### src/rtl/floo_sl_iso_pkg.sv
// Shared types for the serial-link isolation controller.
// Bit positions match the link's 2-bit isolate vector.
package floo_sl_iso_pkg;

  typedef enum logic [1:0] {
    ACTIVE,
    DRAIN,
    ISO
  } iso_state_e;

  localparam int unsigned IsoIngress = 0;
  localparam int unsigned IsoEgress  = 1;

endpackage

### src/rtl/floo_sl_iso_gate.sv
// One direction of the isolation controller: FSM, packet-boundary tracking, valid/ready gating.
// Optional drain timeout enabled by FLOO_SL_ISO_TIMEOUT_EN.
module floo_sl_iso_gate
  import floo_sl_iso_pkg::*;
#(
  parameter int unsigned TimeoutCycles = 1024
) (
  input  logic clk_i,
  input  logic rst_i,
  input  logic isolate_i,
  input  logic drain_ok_i,
  input  logic force_gate_i,
  input  logic in_valid_i,
  input  logic in_last_i,
  output logic in_ready_o,
  output logic out_valid_o,
  input  logic out_ready_i,
  output logic fire_o,
  output logic isolated_o,
  output logic timeout_o,
  output logic timeout_pulse_o
);

  iso_state_e r_state, w_state_nxt;
  logic       r_mid_pkt, r_pend, r_isolated;
  logic       w_boundary, w_gate, w_timeout;

  // Gating only ever starts between packets and with no valid left hanging.
  assign w_boundary  = ~r_mid_pkt & ~r_pend;
  assign w_gate      = (r_state == ISO) |
                       (w_boundary & ((r_state == DRAIN) | force_gate_i));
  assign out_valid_o = in_valid_i & ~w_gate;
  assign in_ready_o  = out_ready_i & ~w_gate;
  assign fire_o      = out_valid_o & out_ready_i;
  assign isolated_o  = r_isolated;

`ifdef FLOO_SL_ISO_TIMEOUT_EN
  localparam int unsigned TW = $clog2(TimeoutCycles + 1);
  logic [TW-1:0] r_tcnt;
  logic          r_timeout;

  assign w_timeout       = (r_state == DRAIN) && (r_tcnt == TW'(TimeoutCycles - 1));
  assign timeout_o       = r_timeout;
  assign timeout_pulse_o = w_timeout;

  always_ff @(posedge clk_i or posedge rst_i) begin
    if (rst_i) begin
      r_tcnt    <= '0;
      r_timeout <= 1'b0;
    end else begin
      r_tcnt    <= (r_state == DRAIN && w_state_nxt == DRAIN) ? r_tcnt + TW'(1) : '0;
      r_timeout <= r_timeout | w_timeout;
    end
  end
`else
  assign w_timeout       = 1'b0;
  assign timeout_o       = 1'b0;
  assign timeout_pulse_o = 1'b0;
`endif

  always_comb begin
    w_state_nxt = r_state;
    unique case (r_state)
      ACTIVE: if (isolate_i) w_state_nxt = DRAIN;
      DRAIN: begin
        if (!isolate_i)                                 w_state_nxt = ACTIVE;
        else if ((w_boundary & drain_ok_i) | w_timeout) w_state_nxt = ISO;
      end
      ISO:     if (!isolate_i) w_state_nxt = ACTIVE;
      default: w_state_nxt = ACTIVE;
    endcase
  end

  always_ff @(posedge clk_i or posedge rst_i) begin
    if (rst_i) begin
      r_state    <= ACTIVE;
      r_mid_pkt  <= 1'b0;
      r_pend     <= 1'b0;
      r_isolated <= 1'b0;
    end else begin
      r_state <= w_state_nxt;
      r_pend  <= out_valid_o & ~out_ready_i;
      // A timed-out drain abandons the packet in flight.
      if (w_timeout)   r_mid_pkt <= 1'b0;
      else if (fire_o) r_mid_pkt <= ~in_last_i;
      r_isolated <= (r_state == ISO) && (w_state_nxt == ISO);
    end
  end

endmodule

### src/rtl/floo_sl_isolation_ctrl.sv
// Isolate/isolated handshake in front of the floo serial link: zero-latency pass-through,
// outstanding-packet tracking, per-direction drain. Optional timeout: FLOO_SL_ISO_TIMEOUT_EN.
module floo_sl_isolation_ctrl
  import floo_sl_iso_pkg::*;
#(
  parameter type         req_flit_t     = logic,
  parameter type         rsp_flit_t     = logic,
  parameter int unsigned MaxOutstanding = 16,
  parameter int unsigned TimeoutCycles  = 1024,
  localparam int unsigned CntWidth      = $clog2(MaxOutstanding + 1)
) (
  input  logic                clk_i,
  input  logic                rst_i,
  input  logic [1:0]          isolate_i,
  output logic [1:0]          isolated_o,
  input  logic                noc_req_valid_i,
  output logic                noc_req_ready_o,
  input  req_flit_t           noc_req_i,
  input  logic                noc_req_last_i,
  output logic                sl_req_valid_o,
  input  logic                sl_req_ready_i,
  output req_flit_t           sl_req_o,
  input  logic                sl_rsp_valid_i,
  output logic                sl_rsp_ready_o,
  input  rsp_flit_t           sl_rsp_i,
  input  logic                sl_rsp_last_i,
  output logic                noc_rsp_valid_o,
  input  logic                noc_rsp_ready_i,
  output rsp_flit_t           noc_rsp_o,
  output logic [CntWidth-1:0] outstanding_o,
  output logic                err_underflow_o,
  output logic                timeout_o
);

  logic [CntWidth-1:0] r_cnt, w_cnt_nxt;
  logic                r_underflow, w_uflow, w_inc, w_dec;
  logic [1:0]          w_fire, w_timeout, w_to_pulse;

  assign sl_req_o  = noc_req_i;
  assign noc_rsp_o = sl_rsp_i;

  floo_sl_iso_gate #(.TimeoutCycles(TimeoutCycles)) u_gate_ingress (
    .clk_i           (clk_i),
    .rst_i           (rst_i),
    .isolate_i       (isolate_i[IsoIngress]),
    .drain_ok_i      (1'b1),
    .force_gate_i    (1'b0),
    .in_valid_i      (sl_rsp_valid_i),
    .in_last_i       (sl_rsp_last_i),
    .in_ready_o      (sl_rsp_ready_o),
    .out_valid_o     (noc_rsp_valid_o),
    .out_ready_i     (noc_rsp_ready_i),
    .fire_o          (w_fire[IsoIngress]),
    .isolated_o      (isolated_o[IsoIngress]),
    .timeout_o       (w_timeout[IsoIngress]),
    .timeout_pulse_o (w_to_pulse[IsoIngress])
  );

  // Egress may only isolate with nothing in flight, and stalls at packet
  // boundaries while the response budget is exhausted.
  floo_sl_iso_gate #(.TimeoutCycles(TimeoutCycles)) u_gate_egress (
    .clk_i           (clk_i),
    .rst_i           (rst_i),
    .isolate_i       (isolate_i[IsoEgress]),
    .drain_ok_i      (r_cnt == '0),
    .force_gate_i    (r_cnt == CntWidth'(MaxOutstanding)),
    .in_valid_i      (noc_req_valid_i),
    .in_last_i       (noc_req_last_i),
    .in_ready_o      (noc_req_ready_o),
    .out_valid_o     (sl_req_valid_o),
    .out_ready_i     (sl_req_ready_i),
    .fire_o          (w_fire[IsoEgress]),
    .isolated_o      (isolated_o[IsoEgress]),
    .timeout_o       (w_timeout[IsoEgress]),
    .timeout_pulse_o (w_to_pulse[IsoEgress])
  );

  assign w_inc = w_fire[IsoEgress] & noc_req_last_i;
  assign w_dec = w_fire[IsoIngress] & sl_rsp_last_i;

  always_comb begin
    w_cnt_nxt = r_cnt;
    w_uflow   = 1'b0;
    if (|w_to_pulse) begin
      w_cnt_nxt = '0;
    end else if (w_inc & ~w_dec) begin
      w_cnt_nxt = r_cnt + CntWidth'(1);
    end else if (w_dec & ~w_inc) begin
      if (r_cnt == '0) w_uflow = 1'b1;
      else             w_cnt_nxt = r_cnt - CntWidth'(1);
    end
  end

  always_ff @(posedge clk_i or posedge rst_i) begin
    if (rst_i) begin
      r_cnt       <= '0;
      r_underflow <= 1'b0;
    end else begin
      r_cnt       <= w_cnt_nxt;
      r_underflow <= r_underflow | w_uflow;
    end
  end

  assign outstanding_o   = r_cnt;
  assign err_underflow_o = r_underflow;
  assign timeout_o       = |w_timeout;

endmodule

### config.mk
export PLATFORM = sky130hd
export DESIGN_NAME = floo_sl_isolation_ctrl
export DESIGN_NICKNAME = d
export VERILOG_FILES = /design/src/rtl/floo_sl_iso_pkg.sv /design/src/rtl/floo_sl_iso_gate.sv /design/src/rtl/floo_sl_isolation_ctrl.sv
export SDC_FILE = /design/constraint.sdc
export NUM_CORES = 1
export LEC_CHECK = 0
export ABC_AREA = 1
export ABC_CLOCK_PERIOD_IN_PS = 5900
export CAP_MARGIN = 20
export CORE_UTILIZATION = 51
export DETAILED_ROUTE_END_ITERATION = 7
export PLACE_DENSITY = 0.84
export SLEW_MARGIN = 40
export SYNTH_ARGS = -nofsm -noshare
export SYNTH_HDL_FRONTEND = slang
export SYNTH_SLANG_ARGS = --single-unit
### constraint.sdc
create_clock -name clk_i -period 5.9 [get_ports clk_i]
set_input_delay 1.18 -clock clk_i [delete_from_list [all_inputs] [get_ports clk_i]]
set_output_delay 1.18 -clock clk_i [all_outputs]
set_load 0.005 [all_outputs]
# After elaboration in Yosys (flattened, before gate mapping)
# Index checks and enable logic that the tools add are counted.
# op_classes
add_sub_neg	2
multipliers	0
n_div	0
n_lt_le_gt_ge	0
eq_ne	8
shift	0
n_mux	16
bitwise	33
n_reduce_logical	7
# op_table
cell	count
1-bit bitwise AND	17
2-bit 2-to-1 mux	8
5-bit 2-to-1 mux	3
1-bit inverter	12
2-bit case mux with 3 select lines	2
2-bit == test, second input constant	4
5-bit by 1-bit adder with 5-bit output, second input constant	1
5-bit == test, second input constant	1
5-bit logical NOT	1
5-bit by 1-bit subtractor with 5-bit output, second input constant	1
2-bit by 1-bit == test with 1-bit output, second input constant	2
2-bit logical NOT	2
1-bit OR	4
1-bit 2-to-1 mux	3
1-bit logical AND	2
2-bit != test, second input constant	1
2-bit AND reduction	1
2-bit nonzero test	1
# word_totals
reg_bits	16
latchBits	0
mem_bits_rw	0
mem_bits_ro	0
word_cells	76
memories	0

# Depth between registers and ports, before layout
# logic_depth
depth_word	13
mapped_depth	18
mapped_depth_nobuf	18

# Hierarchy
# A second synthesis with hierarchy kept.
# unflattened
cells_unflattened	143
hier_area_um2	1133.6
# modules_own_cells
module	instances	cells_each	area_per_inst_um2	seq_area_each_um2
floo_sl_iso_gate	2	35	290.3	125.1
floo_sl_isolation_ctrl	1	73	553.0	150.1

# Worst setup path after synthesis
# Ideal clock, no wire load.
# synth_timing
path_type	input to register
start	in noc_req_valid_i
end	reg r_cnt[4] (netlist: outstanding_o[4])
setup_ps	118
arrival_ps	2555
t_required_ps	5782
setup_slack_ps	3228
cell_stages	11
n_path_buf	0
path_cell_list	nand4_1 -> nor2_1 -> ha_1 -> inv_1 -> fa_1 -> nand2_1 -> a21oi_1 -> o21bai_1 -> nand2_1 -> nand2_2 -> o21ai_2
# synth_via
elab_chain_cells	7
# synth_lines
item	line_no	text
start: declaration	floo_sl_isolation_ctrl.sv:16	input logic noc_req_valid_i,
1-bit bitwise AND (*)	floo_sl_iso_gate.sv:32	assign out_valid_o = in_valid_i & ~w_gate;
1-bit bitwise AND (*)	floo_sl_iso_gate.sv:34	assign fire_o = out_valid_o & out_ready_i;
1-bit bitwise AND (*)	floo_sl_isolation_ctrl.sv:78	assign w_inc = w_fire[IsoEgress] & noc_req_last_i;
1-bit inverter	floo_sl_isolation_ctrl.sv:88	end else if (w_dec & ~w_inc) begin
1-bit bitwise AND	floo_sl_isolation_ctrl.sv:88	
2-bit nonzero test (no line)	--	
2-bit AND reduction (no line)	--	
end signal: assignment	floo_sl_isolation_ctrl.sv:99	r_cnt <= w_cnt_nxt;
end: declaration	floo_sl_isolation_ctrl.sv:35	logic [CntWidth-1:0] r_cnt, w_cnt_nxt;
# Mark *: on every way between the ends. The rest lies on a longest branch, timed or not.
# A chain may end at the register's enable or synchronous reset.

# Final worst setup path
# layout_timing
start	in sl_req_ready_i
end	out noc_req_ready_o
# layout_via
elab_chain_cells	1
# layout_lines
item	line_no	text
start: declaration	floo_sl_isolation_ctrl.sv:21	input logic sl_req_ready_i,
1-bit bitwise AND	floo_sl_iso_gate.sv:33	assign in_ready_o = out_ready_i & ~w_gate;
end: declaration	floo_sl_isolation_ctrl.sv:17	output logic noc_req_ready_o,
# No other way between the ends.

==> run summary <==
The run finished with clean final reports. The worst setup path is launched from a primary input. The area of the die is 2140 um^2. Detailed routing placed a total of 1010 um of wire on met2. The cell type of the slowest stage on the worst timing path was sky130_fd_sc_hd__clkdlybuf4s50_1. The congestion estimate from routability-driven global placement came to 0.789. In the layout the commonest cells are sky130_fd_sc_hd__clkdlybuf4s50_1, sky130_fd_sc_hd__inv_1, sky130_fd_sc_hd__nand2_1. CTS placed an instance of sky130_fd_sc_hd__clkbuf_4 at the clock tree root.

The routed design could run at a clock period as short as 3.53 ns. Compared with the post-synthesis result, the final layout area differs by 22.6%. Number of register bits inferred by synthesis: 16. The filler cells instantiated in the layout total 154. The average instance in the mapped netlist occupies 8.20 um^2.

Traced cell by cell, the critical path runs through clkdlybuf4s50_1 -> inv_1 -> nor2_1 -> clkdlybuf4s50_1. Post-CTS repair changed the size of 0 cells. The capturing point of the worst reg2reg path is outstanding_o[4]. The library cell appearing most often on the critical path was sky130_fd_sc_hd__clkdlybuf4s50_1.

The number of clock sinks came out at 16. Across the whole layout, storage elements account for 400 um^2. The depth of the worst register-to-register path was 15; the relative contribution of the clock network to total power was 11.6%. Total wire length after detailed routing: 1970 um. The total net switching power was 0.000207 W; the sum of met3 wire segment lengths after detailed routing was 77 um. The starting DRC count in detailed routing was 16. The kind of end point of the critical path is an output pin.

In this run the critical register-to-register path is launched from outstanding_o[1]. The antenna cell count was 0; the number of placed instances, taps included was 163. Tracing the worst setup path back leads to its startpoint at sl_req_ready_i. STA puts the critical path data arrival time at 2.35 ns. Synthesis produced 122 cells. The post-route worst hold slack was 0.475 ns.

The net count of the finished layout is 161. Once detail routing completed, the nets flagged for antenna violations numbered 0. Setup repair after global routing left no endpoint under its margin. Leaving out fill and tap cells, the most frequent cell in the layout is sky130_fd_sc_hd__clkdlybuf4s50_1. Count of boundary I/O pins: 27. The count of buffers from port buffering came out at 21. The Yosys step of the flow raised 0 warnings.

After synthesis the cells add up to 1000 um^2. Last element of the critical path: noc_req_ready_o. The initialized floorplan defines 15 standard-cell rows.

At the later pin of the worst-skew pair, clock insertion delay measures 0.29 ns. The proportion of layout cells with a drive suffix above 1 works out to 19.1%. The number of detailed-routing iterations run before antenna repair is 6, and the total internal power is 0.000294 W. For the final routed database, the setup TNS stands at 0 ns. Power spread over the standard cell area amounts to 408 nW/um^2. In the post-route analysis, the smallest setup slack over all paths is 2.37 ns.

Yosys mapped the design onto 29 distinct sky130hd cell types. In this design, the stage delay of the slowest critical-path cell is 0.52 ns. Highest layer used for signal routing: met4. The max-cap check violation count came out at 0.

In the post-synthesis netlist, the biggest area contributors are sky130_fd_sc_hd__dfrtp_1, sky130_fd_sc_hd__inv_1, sky130_fd_sc_hd__nand2_1, sky130_fd_sc_hd__ha_1, sky130_fd_sc_hd__nor2_1. Dividing the detail-routed via count by the number of cells gives 4.90. For the required time of the critical path, the log shows 4.72 ns. The sequential fraction of design power is 36.0%, and the die extent in y is 46.3 um. The area of the placeable core came out at 1780 um^2. After detailed routing, the average wire length per cell comes to 11.9 um. The clock passes through at most 2 buffers. TritonCTS built the clock tree. In the final layout, the multi-input gates occupy 463 um^2. At the pin with the least slew margin, the transition time is 0.593 ns. Once the floorplan was initialized, standard cells occupied 56.1% of the core. The logs give 0 for the global route total overflow and 0.295 mV for the maximum vdd ir drop. In this run the static leakage power is 0.611 nW. The logs give 140 for the net count of the mapped netlist and 40.0% for the sequential element share of the synthesized area. Power comes to 0.000501 W. In the final routing, the length of wire on met1 measures 839 um.

The final number of hold-violating endpoints is 0. Of the available clock period, the critical path in the final layout requires 59.9%. The floorplan die width is 46.3 um, and the maximum clock rate is 283 MHz. The tools report the wire length of the first global-routing pass as 3260 um. The path category of the worst min-delay check was register to register. Worst setup skew after layout: 0.00275 ns. For the total of endpoints with negative setup slack in the final report, the log shows 0. Of the total power, combinational logic draws 52.4%. Buffers added to address setup during post-CTS repair amount to 0. Via count of the first global-routing pass: 787. Category of the critical setup timing path: primary input to output pin. The detailed placer's ending HPWL was 1560 um; the relative slew slack was 60.4%. Cell taking the most area after synthesis: sky130_fd_sc_hd__dfrtp_1. The clock transition at the registers of the reported paths was 0.09 ns. The maximum level of the CTS H-tree was 1; the instance count on the critical path was 4.

The internal reg-to-reg setup slack came out at 3.38 ns. Clock tree synthesis inserted a total of 3 buffers. The global-route usage over all layers is 22.1%, and the initial antenna violation count is 0.

Summing over every cut layer, the via total after detailed routing is 814. Of the total power, the share spent switching nets is 41.3%. For the number of standard cells in the final layout excluding fillers, the log shows 166. Family with the most delay on the worst path: buffers and inverters.

The final routed DRC violation total was 0. Prior to clock tree synthesis, the placed netlist has a worst setup slack of 2.37 ns. For the pin count of the biggest net entering global routing, the log shows 17. The run gives 0 as the number of max-slew violations in the final report. The share of the synthesized area in the top cell type was 40.0%. The number of buffers and inverters on the critical path works out to 3. In this run the worst path has a maximum fanout of 4. In this run, post-CTS hold repair placed 0 buffers.
Yosys cell counts:
master and number:
sky130_fd_sc_hd__and2_1 1, sky130_fd_sc_hd__dfrtp_1 16, sky130_fd_sc_hd__a21oi_1 1, sky130_fd_sc_hd__xor2_1 2, sky130_fd_sc_hd__fa_1 1, sky130_fd_sc_hd__nand3_1 6
sky130_fd_sc_hd__or2_2 1, sky130_fd_sc_hd__inv_1 19, sky130_fd_sc_hd__nor2_2 3, sky130_fd_sc_hd__nand4_1 1, sky130_fd_sc_hd__a31oi_1 1, sky130_fd_sc_hd__ha_1 5
sky130_fd_sc_hd__nor2_1 14, sky130_fd_sc_hd__nor2_4 1, sky130_fd_sc_hd__nand3_2 3, sky130_fd_sc_hd__o22ai_1 1, sky130_fd_sc_hd__o21bai_1 1, sky130_fd_sc_hd__buf_4 5
sky130_fd_sc_hd__conb_1 1, sky130_fd_sc_hd__inv_4 1, sky130_fd_sc_hd__a31o_1 1, sky130_fd_sc_hd__nand2_4 1, sky130_fd_sc_hd__nand2_2 4, sky130_fd_sc_hd__inv_2 6
sky130_fd_sc_hd__nor3_1 2, sky130_fd_sc_hd__nand2_1 17, sky130_fd_sc_hd__o21ai_1 2, sky130_fd_sc_hd__xnor2_1 1, sky130_fd_sc_hd__o21ai_2 4
layout make-up:
cell class                 instances  share of cell area [%]
tap                               25                    2.55
multi-input combinational         75                    37.7
clock buffer                       3                    1.83
timing repair buffer              21                    17.1
sequential                        16                    32.6
inverter                          26                    8.15
flip-flops by register name, summed over array words and instances, names as in the netlist:
name,count
u_gate_ingress.isolated_o,1
u_gate_ingress.r_state,2
u_gate_ingress.r_pend,1
u_gate_ingress.r_mid_pkt,1
u_gate_egress.r_pend,1
outstanding_o,5
u_gate_egress.isolated_o,1
err_underflow_o,1
u_gate_egress.r_state,2
u_gate_egress.r_mid_pkt,1
worst min-delay path by stage:
| stage | startpoint | end | slack, ns | cells past startpoint |
|---|---|---|---|---|
| 6_report | u_gate_ingress.r_state[0] | u_gate_ingress.isolated_o | 0.47 | 1 |
| 5_1_grt | u_gate_ingress.r_state[0] | u_gate_ingress.isolated_o | 0.48 | 1 |
| 4_1_cts | u_gate_ingress.r_state[0] | u_gate_ingress.isolated_o | 0.47 | 1 |
| 3_5_place_dp | u_gate_ingress.r_state[0] | u_gate_ingress.isolated_o | 0.46 | 1 |
| 3_3_place_gp | u_gate_ingress.r_state[0] | u_gate_ingress.isolated_o | 0.46 | 1 |
| 2_1_floorplan | u_gate_ingress.r_state[0] | u_gate_ingress.isolated_o | 0.43 | 1 |
through the flow:
| step | util (%) | instance area [um^2] |
|---|---|---|
| final | 68.8 | 1230 |
| after global routing | 68.8 | 1230 |
| after CTS | 68.8 | 1230 |
| after detailed placement | 67.6 | 1200 |
| after global placement | 67.6 | 1200 |
| after floorplan | - | 1000 |
cells by family after synthesis:
kind of cell    count (synthesis)  share of synthesized area [%]
fa+ha+maj                       6                           8.25
simple gates                   54                           27.1
flops                          16                           40.0
compound gates                 11                           7.88
other cells                     1                          0.375
buf+inv                        31                           13.8
xor+xnor                        3                           2.63
worst register-to-register path: cells and delay by family, from the launching register on:
| family | cells | cell delay, ns |
|---|---|---|
| AO/OA/AOI/OAI | 3 | 0.28 |
| adder cells (fa/ha/maj) | 2 | 0.65 |
| buffers and inverters | 1 | 0.14 |
| flip-flops | 1 | 0.47 |
| AND/OR/NAND/NOR | 9 | 0.87 |
power groups by stage:
stage | registers [W] | clock network (W) | logic, W
global route | 0.000186 | 0.0000625 | 0.000294
finish | 0.000180 | 0.0000583 | 0.000263
floorplan | 0.000177 | 0 | 0.000169
CTS | 0.000181 | 0.0000593 | 0.000263
detailed placement | 0.000182 | 0 | 0.000260
global placement | 0.000179 | 0 | 0.000250
routing by layer:
metal,GRT usage [%],vias to the layer above
li1,-,406
met1,27.3,378
met2,36.4,25
met3,3.53,5
met4,11.8,0
met5,0,-
(Power assumes the default switching activity.)
